**config.mk**
```make
export PLATFORM = sky130hd
export DESIGN_NAME = elevator_scan_ctrl
export DESIGN_NICKNAME = d
export VERILOG_FILES = /design/src/rtl/elevator_scan_ctrl.sv
export SDC_FILE = /design/constraint.sdc
export NUM_CORES = 1
export LEC_CHECK = 0
export ABC_AREA = 1
export CELL_PAD_IN_SITES_DETAIL_PLACEMENT = 0
export CELL_PAD_IN_SITES_GLOBAL_PLACEMENT = 1
export CORE_ASPECT_RATIO = 1.1
export CORE_UTILIZATION = 25
export CTS_CLUSTER_SIZE = 12
export DETAILED_ROUTE_END_ITERATION = 6
export PLACE_DENSITY = 0.69
export SLEW_MARGIN = 20
export SYNTH_ARGS = -nofsm -noshare
export SYNTH_HDL_FRONTEND = slang
export SYNTH_SLANG_ARGS = --single-unit
```
**constraint.sdc**
```tcl
create_clock -name i_clock -period 2.25 [get_ports i_clock]
set_input_delay 0.3375 -clock i_clock [delete_from_list [all_inputs] [get_ports i_clock]]
set_output_delay 0.3375 -clock i_clock [all_outputs]
set_load 0.01 [all_outputs]
```
**src/rtl/elevator_scan_ctrl.sv**
```systemverilog
// Elevator core: per-floor pending bitmap, LOOK sweep scheduling, door dwell timer and fault alarm.
// Latency: a request is captured at the next edge; the motor or door command follows one edge later.
// Backpressure: none; one request per cycle is always taken, and out-of-range floors are dropped with a pulse.
module elevator_scan_ctrl #(
  parameter int pFLOOR_COUNT = 16,
  parameter int pFLOOR_WIDTH = 4,
  parameter int pDOOR_CYCLES = 32,
  parameter int pTIMER_BITS  = 6
) (
  input  logic                    i_clock,
  input  logic                    i_reset,
  input  logic                    i_req_valid,
  input  logic [pFLOOR_WIDTH-1:0] i_req_floor,
  input  logic [pFLOOR_WIDTH-1:0] i_current_floor,
  input  logic                    i_error_flag,
  input  logic                    i_error_clear,
  output logic                    o_move_up,
  output logic                    o_move_down,
  output logic                    o_open_door,
  output logic                    o_alarm,
  output logic                    o_dir_up,
  output logic [pFLOOR_COUNT-1:0] o_pending,
  output logic                    o_req_drop
);

  // Every encodable floor index gets a validity bit, so both floor inputs can index it directly.
  localparam int LP_SLOTS = 1 << pFLOOR_WIDTH;
  localparam logic [LP_SLOTS-1:0] LP_VALID = {LP_SLOTS{1'b1}} >> (LP_SLOTS - pFLOOR_COUNT);
  localparam logic [pTIMER_BITS-1:0] LP_DOOR_LAST = pTIMER_BITS'(pDOOR_CYCLES - 1);

  typedef enum logic [2:0] {
    ST_IDLE,
    ST_MOVE_UP,
    ST_MOVE_DOWN,
    ST_DOOR_OPEN,
    ST_ALARM
  } state_t;

  state_t                  r_state;
  state_t                  w_state_nxt;
  logic                    r_dir_up;
  logic                    w_dir_nxt;
  logic [pTIMER_BITS-1:0]  r_timer;
  logic [pTIMER_BITS-1:0]  w_timer_nxt;
  logic [pFLOOR_COUNT-1:0] r_pending;
  logic [pFLOOR_COUNT-1:0] w_pending_nxt;
  logic                    r_req_drop;
  logic                    w_fault;
  logic                    w_req_in_range;
  logic                    w_hold;
  logic                    w_clear_cur;
  logic                    w_pend_cur;
  logic                    w_above;
  logic                    w_below;

  // A sensor reading outside the served floors is as bad as an explicit fault.
  assign w_fault        = i_error_flag | ~LP_VALID[i_current_floor];
  assign w_req_in_range = LP_VALID[i_req_floor];
  // A call for the floor the door is open at extends the dwell instead of queuing a stop.
  assign w_hold         = (r_state == ST_DOOR_OPEN) && i_req_valid && (i_req_floor == i_current_floor);

  // Locate pending requests relative to the car.
  always_comb begin
    w_pend_cur = 1'b0;
    w_above    = 1'b0;
    w_below    = 1'b0;
    for (int k = 0; k < pFLOOR_COUNT; k++) begin
      if (r_pending[k]) begin
        if (k == int'(i_current_floor)) w_pend_cur = 1'b1;
        if (k >  int'(i_current_floor)) w_above    = 1'b1;
        if (k <  int'(i_current_floor)) w_below    = 1'b1;
      end
    end
  end

  // Next state, sweep direction and door timer; a fault overrides everything.
  always_comb begin
    w_state_nxt = r_state;
    w_dir_nxt   = r_dir_up;
    w_timer_nxt = r_timer;
    w_clear_cur = 1'b0;
    if (w_fault) begin
      w_state_nxt = ST_ALARM;
      w_timer_nxt = '0;
    end else begin
      case (r_state)
        ST_IDLE: begin
          if (w_pend_cur) begin
            w_state_nxt = ST_DOOR_OPEN;
            w_timer_nxt = '0;
            w_clear_cur = 1'b1;
          end else if (r_dir_up && w_above) begin
            w_state_nxt = ST_MOVE_UP;
          end else if (w_below) begin
            w_state_nxt = ST_MOVE_DOWN;
            w_dir_nxt   = 1'b0;
          end else if (w_above) begin
            w_state_nxt = ST_MOVE_UP;
            w_dir_nxt   = 1'b1;
          end
        end
        ST_MOVE_UP: begin
          if (w_pend_cur) begin
            w_state_nxt = ST_DOOR_OPEN;
            w_timer_nxt = '0;
            w_clear_cur = 1'b1;
          end else if (!w_above) begin
            w_state_nxt = ST_IDLE;
          end
        end
        ST_MOVE_DOWN: begin
          if (w_pend_cur) begin
            w_state_nxt = ST_DOOR_OPEN;
            w_timer_nxt = '0;
            w_clear_cur = 1'b1;
          end else if (!w_below) begin
            w_state_nxt = ST_IDLE;
          end
        end
        ST_DOOR_OPEN: begin
          if (w_hold) begin
            w_timer_nxt = '0;
          end else if (r_timer == LP_DOOR_LAST) begin
            w_state_nxt = ST_IDLE;
          end else begin
            w_timer_nxt = r_timer + pTIMER_BITS'(1);
          end
        end
        ST_ALARM: begin
          if (i_error_clear) w_state_nxt = ST_IDLE;
        end
        default: begin
          w_state_nxt = ST_IDLE;
        end
      endcase
    end
  end

  // Pending bitmap update; the stop-arrival clear beats a same-cycle request for that floor.
  always_comb begin
    w_pending_nxt = r_pending;
    for (int k = 0; k < pFLOOR_COUNT; k++) begin
      if (i_req_valid && w_req_in_range && !w_hold && (k == int'(i_req_floor))) w_pending_nxt[k] = 1'b1;
      if (w_clear_cur && (k == int'(i_current_floor))) w_pending_nxt[k] = 1'b0;
    end
  end

  // State, direction, timer, bitmap and drop-pulse registers.
  always_ff @(posedge i_clock or posedge i_reset) begin
    if (i_reset) begin
      r_state    <= ST_IDLE;
      r_dir_up   <= 1'b1;
      r_timer    <= '0;
      r_pending  <= '0;
      r_req_drop <= 1'b0;
    end else begin
      r_state    <= w_state_nxt;
      r_dir_up   <= w_dir_nxt;
      r_timer    <= w_timer_nxt;
      r_pending  <= w_pending_nxt;
      r_req_drop <= i_req_valid && !w_req_in_range;
    end
  end

  assign o_move_up   = (r_state == ST_MOVE_UP);
  assign o_move_down = (r_state == ST_MOVE_DOWN);
  assign o_open_door = (r_state == ST_DOOR_OPEN);
  assign o_alarm     = (r_state == ST_ALARM);
  assign o_dir_up    = r_dir_up;
  assign o_pending   = r_pending;
  assign o_req_drop  = r_req_drop;

endmodule

```
==> results of run 1 <==
## cell families after synthesis
family,share of synthesized area [%]
simple gates,41.0
buf+inv,13.1
compound gates,12.4
flops,31.9
xor+xnor,0.857
fa+ha+maj,0.612
other cells,0.184
## worst max-delay path: cells and delay by family (launching register included)
family | cells | cell delay (ps)
DFF | 1 | 460
buffers and inverters | 3 | 790
and+or+nand+nor | 1 | 210
## path summary, 6_finish.rpt
| check | cells after the start | start | end | slack [ps] |
|---|---|---|---|---|
| setup / recovery | 4 | r_state[2]$_DFFE_PP0P_ | o_open_door | 170 |
| hold / removal | 3 | i_reset | o_pending[3]$_DFFE_PP0P_ | 400 |
| setup reg to reg | 9 | r_state[2]$_DFFE_PP0P_ | r_timer[5]$_DFFE_PP0P_ | 430 |
| hold reg to reg | 2 | r_timer[4]$_DFFE_PP0P_ | r_timer[4]$_DFFE_PP0P_ | 560 |
| max in group asynchronous | 3 | i_reset | o_dir_up$_DFFE_PP1P_ | 1540 |
| min in group i_clock | 2 | r_timer[4]$_DFFE_PP0P_ | r_timer[4]$_DFFE_PP0P_ | 560 |
## report_power, final
part | total (W) | internal [W] | leakage [nW] | switching [W]
registers | 0.000674 | 0.000559 | 0.299 | 0.000115
clock network | 0.000426 | 0.000239 | 0.0357 | 0.000187
logic | 0.000747 | 0.000357 | 1.16 | 0.000390
## layout make-up
cell class / instances / area, um2
Clock buffer: 3 / 41.3
Timing Repair Buffer: 81 / 711
Tap cell: 108 / 135
Fill cell: 898 / 4930
Multi-Input combinational cell: 245 / 1180
Inverter: 63 / 236
Clock inverter: 1 / 30.0
Sequential cell: 26 / 652
## flip-flops by register name, indices dropped and copies added (netlist names)
name and flops:
o_pending 16, r_timer 6, o_dir_up 1, r_state 3
## repair_timing
item                       CTS  global route
gates resized for setup      2            17
setup buffers                0             3
pin swaps                    0             4
setup endpoints to repair   22            24
cloned                       0             0
## layout by cell type, fill, tap and decap left out, types with 2 or more instances in the layout
cell,instances
o21ai_0,14
xor2_1,2
o22ai_1,8
nor2_1,36
o21ai_1,18
nand2_2,7
o211ai_1,2
nand3_1,17
nand3_2,4
nand2_1,95
clkdlybuf4s50_1,30
clkbuf_8,3
inv_1,55
dlymetal6s2s_1,2
buf_4,46
or2_2,2
a21oi_1,4
nor3_1,15
dfrtp_1,25
inv_2,7
nor2_2,7
nor4_1,2
nand4_1,3
nor2_4,4
## stage by stage
stage,total power [W],utilization (%),cells
after floorplan,0.00103,-,339
after global placement,0.00141,35.7,520
after detailed placement,0.00141,35.7,520
after CTS,0.00184,36.7,524
after global routing,0.00198,37.7,527
final,0.00185,37.7,527
## metal layers
| layer | track usage, % | vias to the layer above | routed length (um) |
|---|---|---|---|
| met3 | 2.13 | 9 | 269 |
| met2 | 27.3 | 61 | 3200 |
| li1 | - | 1228 | - |
| met4 | 4.22 | 0 | 115 |
| met5 | 0 | - | 0 |
| met1 | 24.4 | 1080 | 3290 |
==> results.ini, run 1 <==
[timing]
setup_tns_ps = 0
maxSlewViolCount = 0
hold_ws_ps = 399
clock_skew_ps = 1.68
finalSetupViolCount = 0
fmax_ghz = 0.481
fin_crit_sh_pct = 92.5
fin_ws_ps = 169
hold_viol_final = 0
min_period_ps = 2080

[grt]
grt_pass1_vias = 2359
grt-ovfl-total = 0
grt_pass1_wl_mm = 11.3
track_usage_pct = 17.2
grt_max_degree = 27
antenna_found_initial = 0

[drt]
vias = 2378
ant_nets = 0
drc_errors = 0
drtIter0Drc = 156
vias_per_cell = 4.51
first_pass_iters = 4
post_drt_wl_per_cell_um = 13.0
routed_wl_mm = 6.88

[synthesis]
yosys_warnings = 0
synth.most_common_cell = nand2_1
synth_area_um2 = 2040
ys_types = 29
synth_common_cells = nand2_1, inv_1, nor2_1
synthTopCellsByArea = dfrtp_1, nand2_1, inv_1, nor2_1, nand3_1
ys.flop_type = dfrtp_1
postSynthNetCount = 353
synth-edff-count = 0
yosysTopAreaCell = dfrtp_1
synth_seq_cells = 26
synthCells = 339
async_reset_ff_share_pct = 100
synthDominantCellAreaShare_pct = 30.6
synth_area_per_cell_um2 = 6.03
synth.yosys.seq_area_share_pct = 31.9

[clock_tree]
insertion_delay_ps = 290
postCtsHoldBufs = 0
htree_levels = 1
cts_buffers = 3
clkSlewWorstSetupHoldPaths_ps = 110
cts_tree = yes
cts_root_buf = clkbuf_8
clock_path_buffers = 2
clock_sinks = 26

[setup_path]
cp-end-kind = output port
arrival_ps = 1740
critPathRequiredTime_ps = 1910
cp-start-kind = register
crit_chain = inv_2, nand3_1, inv_1, clkdlybuf4s50_1
cpMaxStageDelayCell = clkdlybuf4s50_1
critical_path.max_fanout = 6
max_stage_delay_ps = 540
worstSetupPathType = reg2out

[power_and_ir_drop]
power_leakage_nw = 1.50
vdd_drop_max_mv = 0.247
powerDensity_nw_per_um2 = 619

[floorplan]
top_level_ports = 35
start_util_pct = 25.8
dieArea_um2 = 8540
core_area_um2 = 7910
die_w_um = 88.2
die_y_um = 96.8
num_rows = 34

[layout]
drive_gt1_share_pct = 20.3
final_area_um2 = 2980
num_antenna_cells = 0
fin_nets = 434
area_growth_pct = 46.0

[placement]
gp_congestion = 0.883
portBuffers = 33
dpl_cell_area_um2 = 2830
place_ws_ps = -380
dp_hpwl_mm = 5.39

[run_status]
status = completed

[job]
drv_cap = 0

[hold_path]
hold_path.class = in2async

Power figures use the tool's default switching activity.
==> run 2: changes to the inputs <==
--- a/config.mk
+++ b/config.mk
@@ -6,6 +6,7 @@
 export NUM_CORES = 1
 export LEC_CHECK = 0
 export ABC_AREA = 1
+export CAP_MARGIN = 15
 export CELL_PAD_IN_SITES_DETAIL_PLACEMENT = 0
 export CELL_PAD_IN_SITES_GLOBAL_PLACEMENT = 1
 export CORE_ASPECT_RATIO = 1.1
==> results of run 2 <==
The final DEF is identical to that of run 1; final timing and power are the same.
==> run 3: changes to the inputs <==
--- a/config.mk
+++ b/config.mk
@@ -14,6 +14,7 @@
 export CTS_CLUSTER_SIZE = 12
 export DETAILED_ROUTE_END_ITERATION = 6
 export PLACE_DENSITY = 0.69
+export SKIP_LAST_GASP = 1
 export SLEW_MARGIN = 20
 export SYNTH_ARGS = -nofsm -noshare
 export SYNTH_HDL_FRONTEND = slang
==> results of run 3 <==
The final DEF is identical to that of run 1; final timing and power are the same.
==> RTL edit: new RTL, config.mk and constraints of run 1 <==
Re-encode `state_t` (5 states) as Gray code, 3 bits wide.
--- a/src/rtl/elevator_scan_ctrl.sv
+++ b/src/rtl/elevator_scan_ctrl.sv
@@ -30,9 +30,9 @@
 
   typedef enum logic [2:0] {
-    ST_IDLE,
-    ST_MOVE_UP,
-    ST_MOVE_DOWN,
-    ST_DOOR_OPEN,
-    ST_ALARM
+    ST_IDLE      = 3'b000,
+    ST_MOVE_UP   = 3'b001,
+    ST_MOVE_DOWN = 3'b011,
+    ST_DOOR_OPEN = 3'b010,
+    ST_ALARM     = 3'b110
   } state_t;
 
Function: same outputs for any inputs over 10 cycles, from zero or initial values and one cycle with i_reset high; not proved beyond that.
==> RTL edit against run 1 <==
- sequential power decreased by 2%
- design area increased by 2.5%
- largest cell class unchanged
- routed wire length increased by 6.9%
- non-clock buffer count decreased by 14
- first-iteration DRC count decreased by 38%
- sequential cell count unchanged
- combinational power decreased by 7.0%
- die area increased by 14%
- highest routed layer unchanged
- largest power group unchanged
- area after synthesis increased by 14%
- worst setup slack got worse by 0.00067 ns
- critical endpoint unchanged
- power decreased by 9.0%
==> RTL edit: results (changes against run 1) <==
- Detail Placement HPWL: 5.92 mm (+9.9%)
- Largest net degree at the start of global routing: 27 (unchanged)
- Slowest cell delay on critical path: 0.54 ns (about the same)
- Hold_ws: 0.409 ns (+0.00982 ns)
- Adder-cell share of the synthesized area: 0.537% (-0.075 points)
- Status: completed
- Syn Nets: 375 (+6.2%)
- Layout cells sized above 1: 17.1% (-3.2 points)
- Initial antenna violation count: 0 (unchanged)
- Post-synthesis compound-gate area fraction: 6.29% (-6.1 points)
- Seq/Total Area, Yosys: 28.0% (-3.9 points)
- First-pass GRT wire length: 12.0 mm (+6.1%)
- Crit-path max FO: 5 (-1)
- Synth cell count leaders: nand2_1, inv_1, nand3_1
- Max IR drop VDD: 0.271 mV (+9.6%)
- Min Tclk post-route: 2.08 ns (+0.000672 ns)
- Final nets: 436 (+0.46%)
- Core area: 8960 um2 (+13%)
- Post-DP Area: 3000 um2 (+6.1%)
- Via Count: 2506 (+5.4%)
- DR iter-0 viols: 97 (-38%)
- Worst R2R Setup Slack: 0.36 ns (-0.07 ns)
- Unique masters post-synth: 36 (+24%)
- GP Congestion: 0.880 (-0.27%)
- Post-place setup slack: -0.240 ns (+0.139 ns)
- Vias in the first global route: 2402 (+1.8%)
- Cell leakage power: 1.50 nW (+0.35%)
- XOR/XNOR share of the synthesized area: 1.88% (+1.0 points)
- Startpoint Class: flop
- Critical R2R Launch: r_state[1]
- Max cap viols: 0 (unchanged)
-- RTL edit: metrics by stage --
| step | std cells | utilization, % | power (W) |
|---|---|---|---|
| after floorplan | 361 | - | 0.00102 |
| after detailed placement | 531 | 33.5 | 0.00137 |
| after CTS | 535 | 34.1 | 0.00171 |
| after global placement | 531 | 33.5 | 0.00137 |
| after global routing | 535 | 34.1 | 0.00180 |
| final | 535 | 34.1 | 0.00168 |
-- RTL edit: area by class of cell --
class / instances / area share [%]
Tap cell: 114 / 4.67
Multi-Input combinational cell: 266 / 43.6
Inverter: 58 / 7.70
Clock buffer: 4 / 1.80
Timing Repair Buffer: 67 / 20.9
Sequential cell: 26 / 21.3
-- RTL edit: worst paths after layout --
| check | to | depth (start not counted) |
|---|---|---|
| max | o_open_door | 5 |
| min | o_pending[10] | 3 |
| max reg2reg | r_timer[2] | 13 |
| min reg2reg | o_dir_up | 2 |
| max in group asynchronous | o_dir_up | 3 |
| min in group i_clock | o_dir_up | 2 |
-- RTL edit: worst max-delay path, delay by kind of cell (launching register included) --
family                 cells  cell delay, ns
buffers and inverters      3            0.77
DFF                        1            0.41
and+or+nand+nor            2            0.29
-- RTL edit: cell families after synthesis --
group                    after synthesis
AO/OA/AOI/OAI                         28
XOR/XNOR                               5
flip-flops                            26
other                                  1
adder cells (fa/ha/maj)                1
buffers and inverters                 69
AND/OR/NAND/NOR                      231
-- RTL edit: routing by layer --
metal	vias up	track usage, %	wire length, um
met5	-	0	0
met4	0	2.60	55
met3	6	1.46	274
met2	51	27.4	3600
met1	1189	22.0	3420
li1	1260	-	-
-- RTL edit: power breakdown --
group | switching, W | internal (W) | leakage (nW)
logic | 0.000376 | 0.000318 | 1.18
clock network | 0.000168 | 0.000157 | 0.0288
registers | 0.000116 | 0.000545 | 0.297
